<file path="config.mk">
export PLATFORM = sky130hd
export DESIGN_NAME = rr_arbiter_16_flat
export DESIGN_NICKNAME = d
export VERILOG_FILES = /design/src/rtl/rr_arbiter_16_if.sv /design/src/rtl/rr_arbiter_16.sv /design/src/flat_wrapper.sv
export SDC_FILE = /design/constraint.sdc
export NUM_CORES = 1
export LEC_CHECK = 0
export CAP_MARGIN = 20
export CORE_MARGIN = 2
export CORE_UTILIZATION = 40
export CTS_BUF_LIST = sky130_fd_sc_hd__clkbuf_8
export DETAILED_ROUTE_END_ITERATION = 10
export SKIP_LAST_GASP = 1
export SLEW_MARGIN = 25
export SYNTH_ARGS = -nofsm -noshare
export SYNTH_HDL_FRONTEND = slang
export SYNTH_SLANG_ARGS = --single-unit
export TNS_END_PERCENT = 10
</file>
<file path="constraint.sdc">
create_clock -name clk -period 4.1 [get_ports clk]
set_input_delay 0.82 -clock clk [delete_from_list [all_inputs] [get_ports clk]]
set_output_delay 0.82 -clock clk [all_outputs]
set_load 0.03 [all_outputs]
</file>
<file path="src/rtl/rr_arbiter_16_if.sv">
// Request/grant bundle for the 16-way round-robin arbiter.
// master: requesters (enable/req/done); slave: arbiter (grant/idx/valid/timeout).
interface rr_arbiter_16_if;
  logic        enable;
  logic [15:0] req;
  logic        done;
  logic [15:0] grant;
  logic [3:0]  grant_idx;
  logic        grant_valid;
  logic        timeout;

  modport master (
    output enable, req, done,
    input  grant, grant_idx, grant_valid, timeout
  );

  modport slave (
    input  enable, req, done,
    output grant, grant_idx, grant_valid, timeout
  );
endinterface

</file>
<file path="src/rtl/rr_arbiter_16.sv">
// 16-way round-robin arbiter, IDLE/GRANT FSM, hold limit with timeout pulse.
// Ports: clk, rst_n (async low), bus (rr_arbiter_16_if.slave).
module rr_arbiter_16 #(
  parameter int MAX_HOLD = 16
) (
  input  logic            clk,
  input  logic            rst_n,
  rr_arbiter_16_if.slave  bus
);

  typedef enum logic {
    IDLE,
    GRANT
  } state_t;

  localparam logic [7:0] LIM = 8'(MAX_HOLD - 1);

  state_t      state;
  logic [3:0]  ptr;
  logic [7:0]  hold_cnt;
  logic [15:0] grant_q;
  logic [3:0]  idx_q;
  logic        valid_q;
  logic        tmo_q;

  logic [31:0] dbl;
  logic [15:0] rot;
  logic [3:0]  off;
  logic [3:0]  win;
  logic        any;
  logic        cur;
  logic        at_lim;
  logic        rel;
  logic        hit;

  // Rotate so bit 0 is the pointer; lowest set bit is the winner.
  always_comb begin
    dbl = {bus.req, bus.req} >> ptr;
    rot = dbl[15:0];
    off = '0;
    for (int i = 15; i >= 0; i--) begin
      if (rot[i]) off = 4'(i);
    end
    win = ptr + off;
    any = |bus.req;
  end

  always_comb begin
    cur    = bus.req[idx_q];
    at_lim = hold_cnt == LIM;
    rel    = bus.done | ~cur | ~bus.enable | at_lim;
    // Timeout only when the hold limit is the sole cause.
    hit    = at_lim & ~bus.done & cur & bus.enable;
  end

  always_ff @(posedge clk or negedge rst_n) begin
    if (!rst_n) begin
      state    <= IDLE;
      ptr      <= '0;
      hold_cnt <= '0;
      grant_q  <= '0;
      idx_q    <= '0;
      valid_q  <= 1'b0;
      tmo_q    <= 1'b0;
    end else begin
      tmo_q <= 1'b0;
      unique case (state)
        IDLE: begin
          if (bus.enable && any) begin
            state    <= GRANT;
            grant_q  <= 16'(1) << win;
            idx_q    <= win;
            valid_q  <= 1'b1;
            hold_cnt <= '0;
          end
        end
        GRANT: begin
          if (rel) begin
            state   <= IDLE;
            grant_q <= '0;
            idx_q   <= '0;
            valid_q <= 1'b0;
            ptr     <= idx_q + 4'd1;
            tmo_q   <= hit;
          end else begin
            hold_cnt <= hold_cnt + 8'd1;
          end
        end
        default: state <= IDLE;
      endcase
    end
  end

  assign bus.grant       = grant_q;
  assign bus.grant_idx   = idx_q;
  assign bus.grant_valid = valid_q;
  assign bus.timeout     = tmo_q;

endmodule

</file>
<file path="src/flat_wrapper.sv">
// flat-port wrapper written by rule: the top's interface ports become plain ports
module rr_arbiter_16_flat 
#(
  parameter int MAX_HOLD = 16
)
  (clk, rst_n, bus_enable, bus_req, bus_done, bus_grant, bus_grant_idx, bus_grant_valid, bus_timeout);
  rr_arbiter_16_if bus_i ();
  input  logic clk;
  input  logic rst_n;
  input wire logic [$bits(bus_i.enable)-1:0] bus_enable;
  input wire logic [$bits(bus_i.req)-1:0] bus_req;
  input wire logic [$bits(bus_i.done)-1:0] bus_done;
  output wire logic [$bits(bus_i.grant)-1:0] bus_grant;
  output wire logic [$bits(bus_i.grant_idx)-1:0] bus_grant_idx;
  output wire logic [$bits(bus_i.grant_valid)-1:0] bus_grant_valid;
  output wire logic [$bits(bus_i.timeout)-1:0] bus_timeout;
  assign bus_i.enable = bus_enable;
  assign bus_i.req = bus_req;
  assign bus_i.done = bus_done;
  assign bus_grant = bus_i.grant;
  assign bus_grant_idx = bus_i.grant_idx;
  assign bus_grant_valid = bus_i.grant_valid;
  assign bus_timeout = bus_i.timeout;
  rr_arbiter_16 #(.MAX_HOLD(MAX_HOLD)) u_core (.clk(clk), .rst_n(rst_n), .bus(bus_i));
endmodule
</file>
==> run summary <==
The flow ran to the end, and the final reports show no timing, DRC or antenna violations. From synthesis to final layout, the design area changed by 41.8%. The Yosys step of the flow raised 0 warnings. Type of element capturing the critical path: a register. The logs give 0.428 mV for the maximum ir drop on the vdd rail and -931 ps for the pre-CTS setup slack.

In this run the critical register-to-register path is captured at u_core.bus.grant[9]. The first routing iteration left 152 violations. In the routed design, unresolved DRC markers number 0. Setup repair after global routing could not meet its margin everywhere. Maximum buffer depth of the clock tree: 2.

The run gives 2 as the number of H-tree levels. The tools report the number of buffers added by the clock tree synthesis step as 5. The last weighted congestion value of the routability-driven placer is 0.874.

Across all hold checks on the routed design, the worst slack comes to 484 ps. In the routed layout, each cell is associated on average with a via count of 5.52. The initial utilization of the core area, before any placement, comes to 40.7%. The library cell used most frequently in the layout, excluding fill and tap cells, is buf_4.

The worst register-to-register path begins at u_core.ptr[1]. After synthesis, the mean cell area works out to 9.95 µm². The cell area that synthesis handed to floorplanning was 3090 µm². The overall routed net length came out at 9.06 mm. The core footprint is 7610 µm², and the xor and xnor area share after synthesis is 3.40%. The final setup violation count came out at 0. Synthesis handed over a netlist of 311 instances. Summed over all nets, the half-perimeter wirelength after detailed placement is 6.65 mm. The worst hold path terminates at u_core.bus.grant[11].

After floorplanning, the core was divided into 32 placement rows. The tools report the count of hold-fix buffers inserted at cts as 0. Leaving out fill and tap cells, the most frequent cells in the layout are 85 x buf_4, 36 x nand2_1, 34 x dfrtp_1.

The worst setup path is launched from an input port. The async set-reset flop share out of synthesis was 100%. Summing over every cut layer, the via total after detailed routing is 2,911.

The analysis attributes to cell leakage a power of 1.88 nW. Count of fill cells added during filler insertion: 691. The met2 global-route usage is 36.3%, and the clock period minus final worst setup slack is 4080 ps.

Of the available clock period, the critical path in the final layout requires 99.5%. After detailed placement, the total cell area comes to 4110 µm². The run gives 0 as the number of antenna violations at the first check in global routing.

TritonCTS built the clock tree. Leaving out filler cells and counting taps, the final layout contains 527. The tree built by TritonCTS fans out to 35 sinks. The number of nets in the final layout is 450.

Summing the areas of all and, or, nand and nor instances in the mapped netlist gives 18.5% of the synthesized area. For this design the ratio of total power to cell area is 851 nW/µm². The number of cells on the worst reg-to-reg path works out to 17. Pin placement for this block handled 42 I/O pins. By area, the combinational part of the netlist is dominated by multiplexers. The most used flip-flop cell after synthesis is dfrtp_1. The tools report the number of iterations in the first detailed-routing pass as 4.

The kind of path behind the tightest hold check is register to register. Minimum setup slack among reg-to-reg paths: 50 ps. Cells with a size suffix above 1 make up 41.9% of the layout. Of all nets on the critical path, the largest fanout is 4. Data on the critical path is required at its endpoint by 4310 ps. The worst setup path is of the input port to register kind. 0 antenna diodes ended up in the layout. The number of global-route vias before repair was 2,990; the hold violation count in the final report was 0. The number of nets in the synthesized netlist is 337. The tree is rooted in a clkbuf_8. Counting flops with a built-in enable in the synthesized netlist gives 0. Global routing consumed, on the met3 layer, 2.79% of the routing resources.

The first global-routing pass estimated 15.4 mm of wire. Clock-pin slew was measured on the worst setup and hold paths at 70 ps. For this run, the register share of the synthesized area comes to 28.3%. For the tightest slew margin relative to the limit, the log shows 48.0%. STA puts the critical path data arrival time at 4290 ps. Summed over all failing endpoints, the final setup total negative slack is 0 ps.

For the remaining number of nets flagged by the antenna check after routing, the log shows 0. Global routing used 22.6% of the available tracks. The floorplan step defined a die boundary enclosing 8450 µm². The final number of max-transition violations came out at 0. The tools report the number of library cell types mapped by synthesis as 56. Counting flops and latches in the post-synthesis netlist gives 35. Multiplexer fraction of the synthesized cell area: 29.0%. Once placement completed, the tool counted placed cells totaling 512. In this run the tool buffered the top-level ports with 41 buffer cells.

The met1 usage in global routing was 32.2%. At the end of the flow the core is filled with cells to 57.7%. The die span in x works out to 91.9 µm. For the pin with the worst max-slew slack, the measured transition is 780 ps. Number of violations of the max-capacitance limit: 0. Between clock sinks in the finished design, the worst skew comes to 4.16 ps. The post-route cell area was 4390 µm². In the final routed layout, each cell accounts on average for 17.2 µm. The later pin in the worst-skew pair is clocked with a latency of 280 ps. For this run, the top clock speed supported by timing is 0.245 GHz.

The worst hold path depth is 2. The adder and majority gate portion of the synthesized area is 2.67%, and the die boundary height is 91.9 µm. Summing the areas of all compound-gate instances in the mapped netlist gives 13.7% of the synthesized area.

Entering global routing, the biggest net connects 36 pins. The remaining global-route overflow is 0. For the total design power, the log shows 3.73 mW.

In this run the most used layer during global routing was met2. The worst path meets setup with 19.5 ps of slack. The tools report the startpoint of the worst hold path as u_core.bus.grant[11].
## state kept, by name (all words and copies together), names as in the netlist
signal,cells
u_core.hold_cnt,8
u_core.state,1
u_core.bus.grant_idx,4
u_core.bus.grant_valid,1
u_core.ptr,4
u_core.bus.timeout,1
u_core.bus.grant,16
## synthesized netlist by cell type, types with 3 or more instances
cell / number / area, µm²
a21boi_0: 3 / 22.5
mux4_1: 6 / 158
mux2i_1: 17 / 170
nand4_1: 5 / 31.3
xnor2_1: 3 / 26.3
nand2b_1: 11 / 68.8
xor2_1: 9 / 78.8
inv_1: 6 / 22.5
buf_2: 6 / 30.0
and3_1: 5 / 31.3
nand2_1: 38 / 143
o211ai_1: 3 / 22.5
a21oi_1: 8 / 40.0
or2_2: 3 / 18.8
clkbuf_1: 9 / 33.8
o211a_1: 3 / 30.0
nor2b_1: 5 / 31.3
mux4_2: 16 / 360
ha_1: 5 / 62.6
nor2_1: 20 / 75.1
o21ai_1: 18 / 90.1
nand3_1: 8 / 40.0
nor3b_1: 3 / 22.5
o21ai_0: 9 / 45.0
mux2_2: 16 / 180
dfrtp_1: 35 / 876
nor4_1: 4 / 25.0
## worst max-delay path, stage by stage
cell	delay, ps
buf_2	120
mux4_2	480
mux4_2	540
a221oi_4	250
o21ai_2	110
nand3_1	100
a21oi_1	50
a311oi_2	330
ha_2	260
inv_2	40
fa_2	350
xnor2_2	160
nor2_2	130
nand2_2	110
nor2_4	160
mux2i_4	120
o21ai_1	150
## power breakdown
part	internal, mW	switching (mW)	total, mW
sequential	0.420	0.124	0.544
combinational	1.50	1.45	2.96
clock	0.114	0.118	0.232
## how the worst max path moves through the flow
stage                     slack, ps          start                    to
after global routing           -150  u_core.ptr[1]  u_core.bus.grant[15]
final                            20     bus_req[9]   u_core.bus.grant[9]
after floorplan                 130     bus_req[5]   u_core.bus.grant[1]
after CTS                       -30    bus_req[13]   u_core.bus.grant[9]
after detailed placement       -930     bus_req[4]   u_core.bus.grant[1]
after global placement         -890    bus_req[12]   u_core.bus.grant[1]
## layer usage
layer | vias up | share of wire (%)
met5 | - | 0
met3 | 13 | 3.4
met1 | 1446 | 47
li1 | 1386 | -
met4 | 0 | 1.7
met2 | 66 | 48
## what timing repair did
| item | in CTS | in global routing |
|---|---|---|
| hold endpoints to repair | 0 | 0 |
| buffers inserted | 3 | 3 |
| setup endpoints to repair | 19 | 17 |
| gates cloned | 0 | 1 |
| pin swaps | 9 | 9 |
| resized for setup | 104 | 13 |
## cell type report
type | instances | area, µm² | area share [%]
inverter | 7 | 26.3 | 0.599
clock buffer | 5 | 68.8 | 1.57
multi-input combinational | 250 | 2230 | 50.7
clock inverter | 3 | 12.5 | 0.285
tap | 102 | 128 | 2.91
timing repair buffer | 125 | 1050 | 23.9
sequential | 35 | 877 | 20.0
## cells by family (layout without fill, tap and decap cells)
logic type      Yosys count  count (layout)
flops                    35              35
xor+xnor                 12              12
mux                      57              57
buf+inv                  26             140
compound gates           63              63
fa+ha+maj                 6               6
simple gates            112             112
Note: power is estimated with default switching activity, not from simulation.
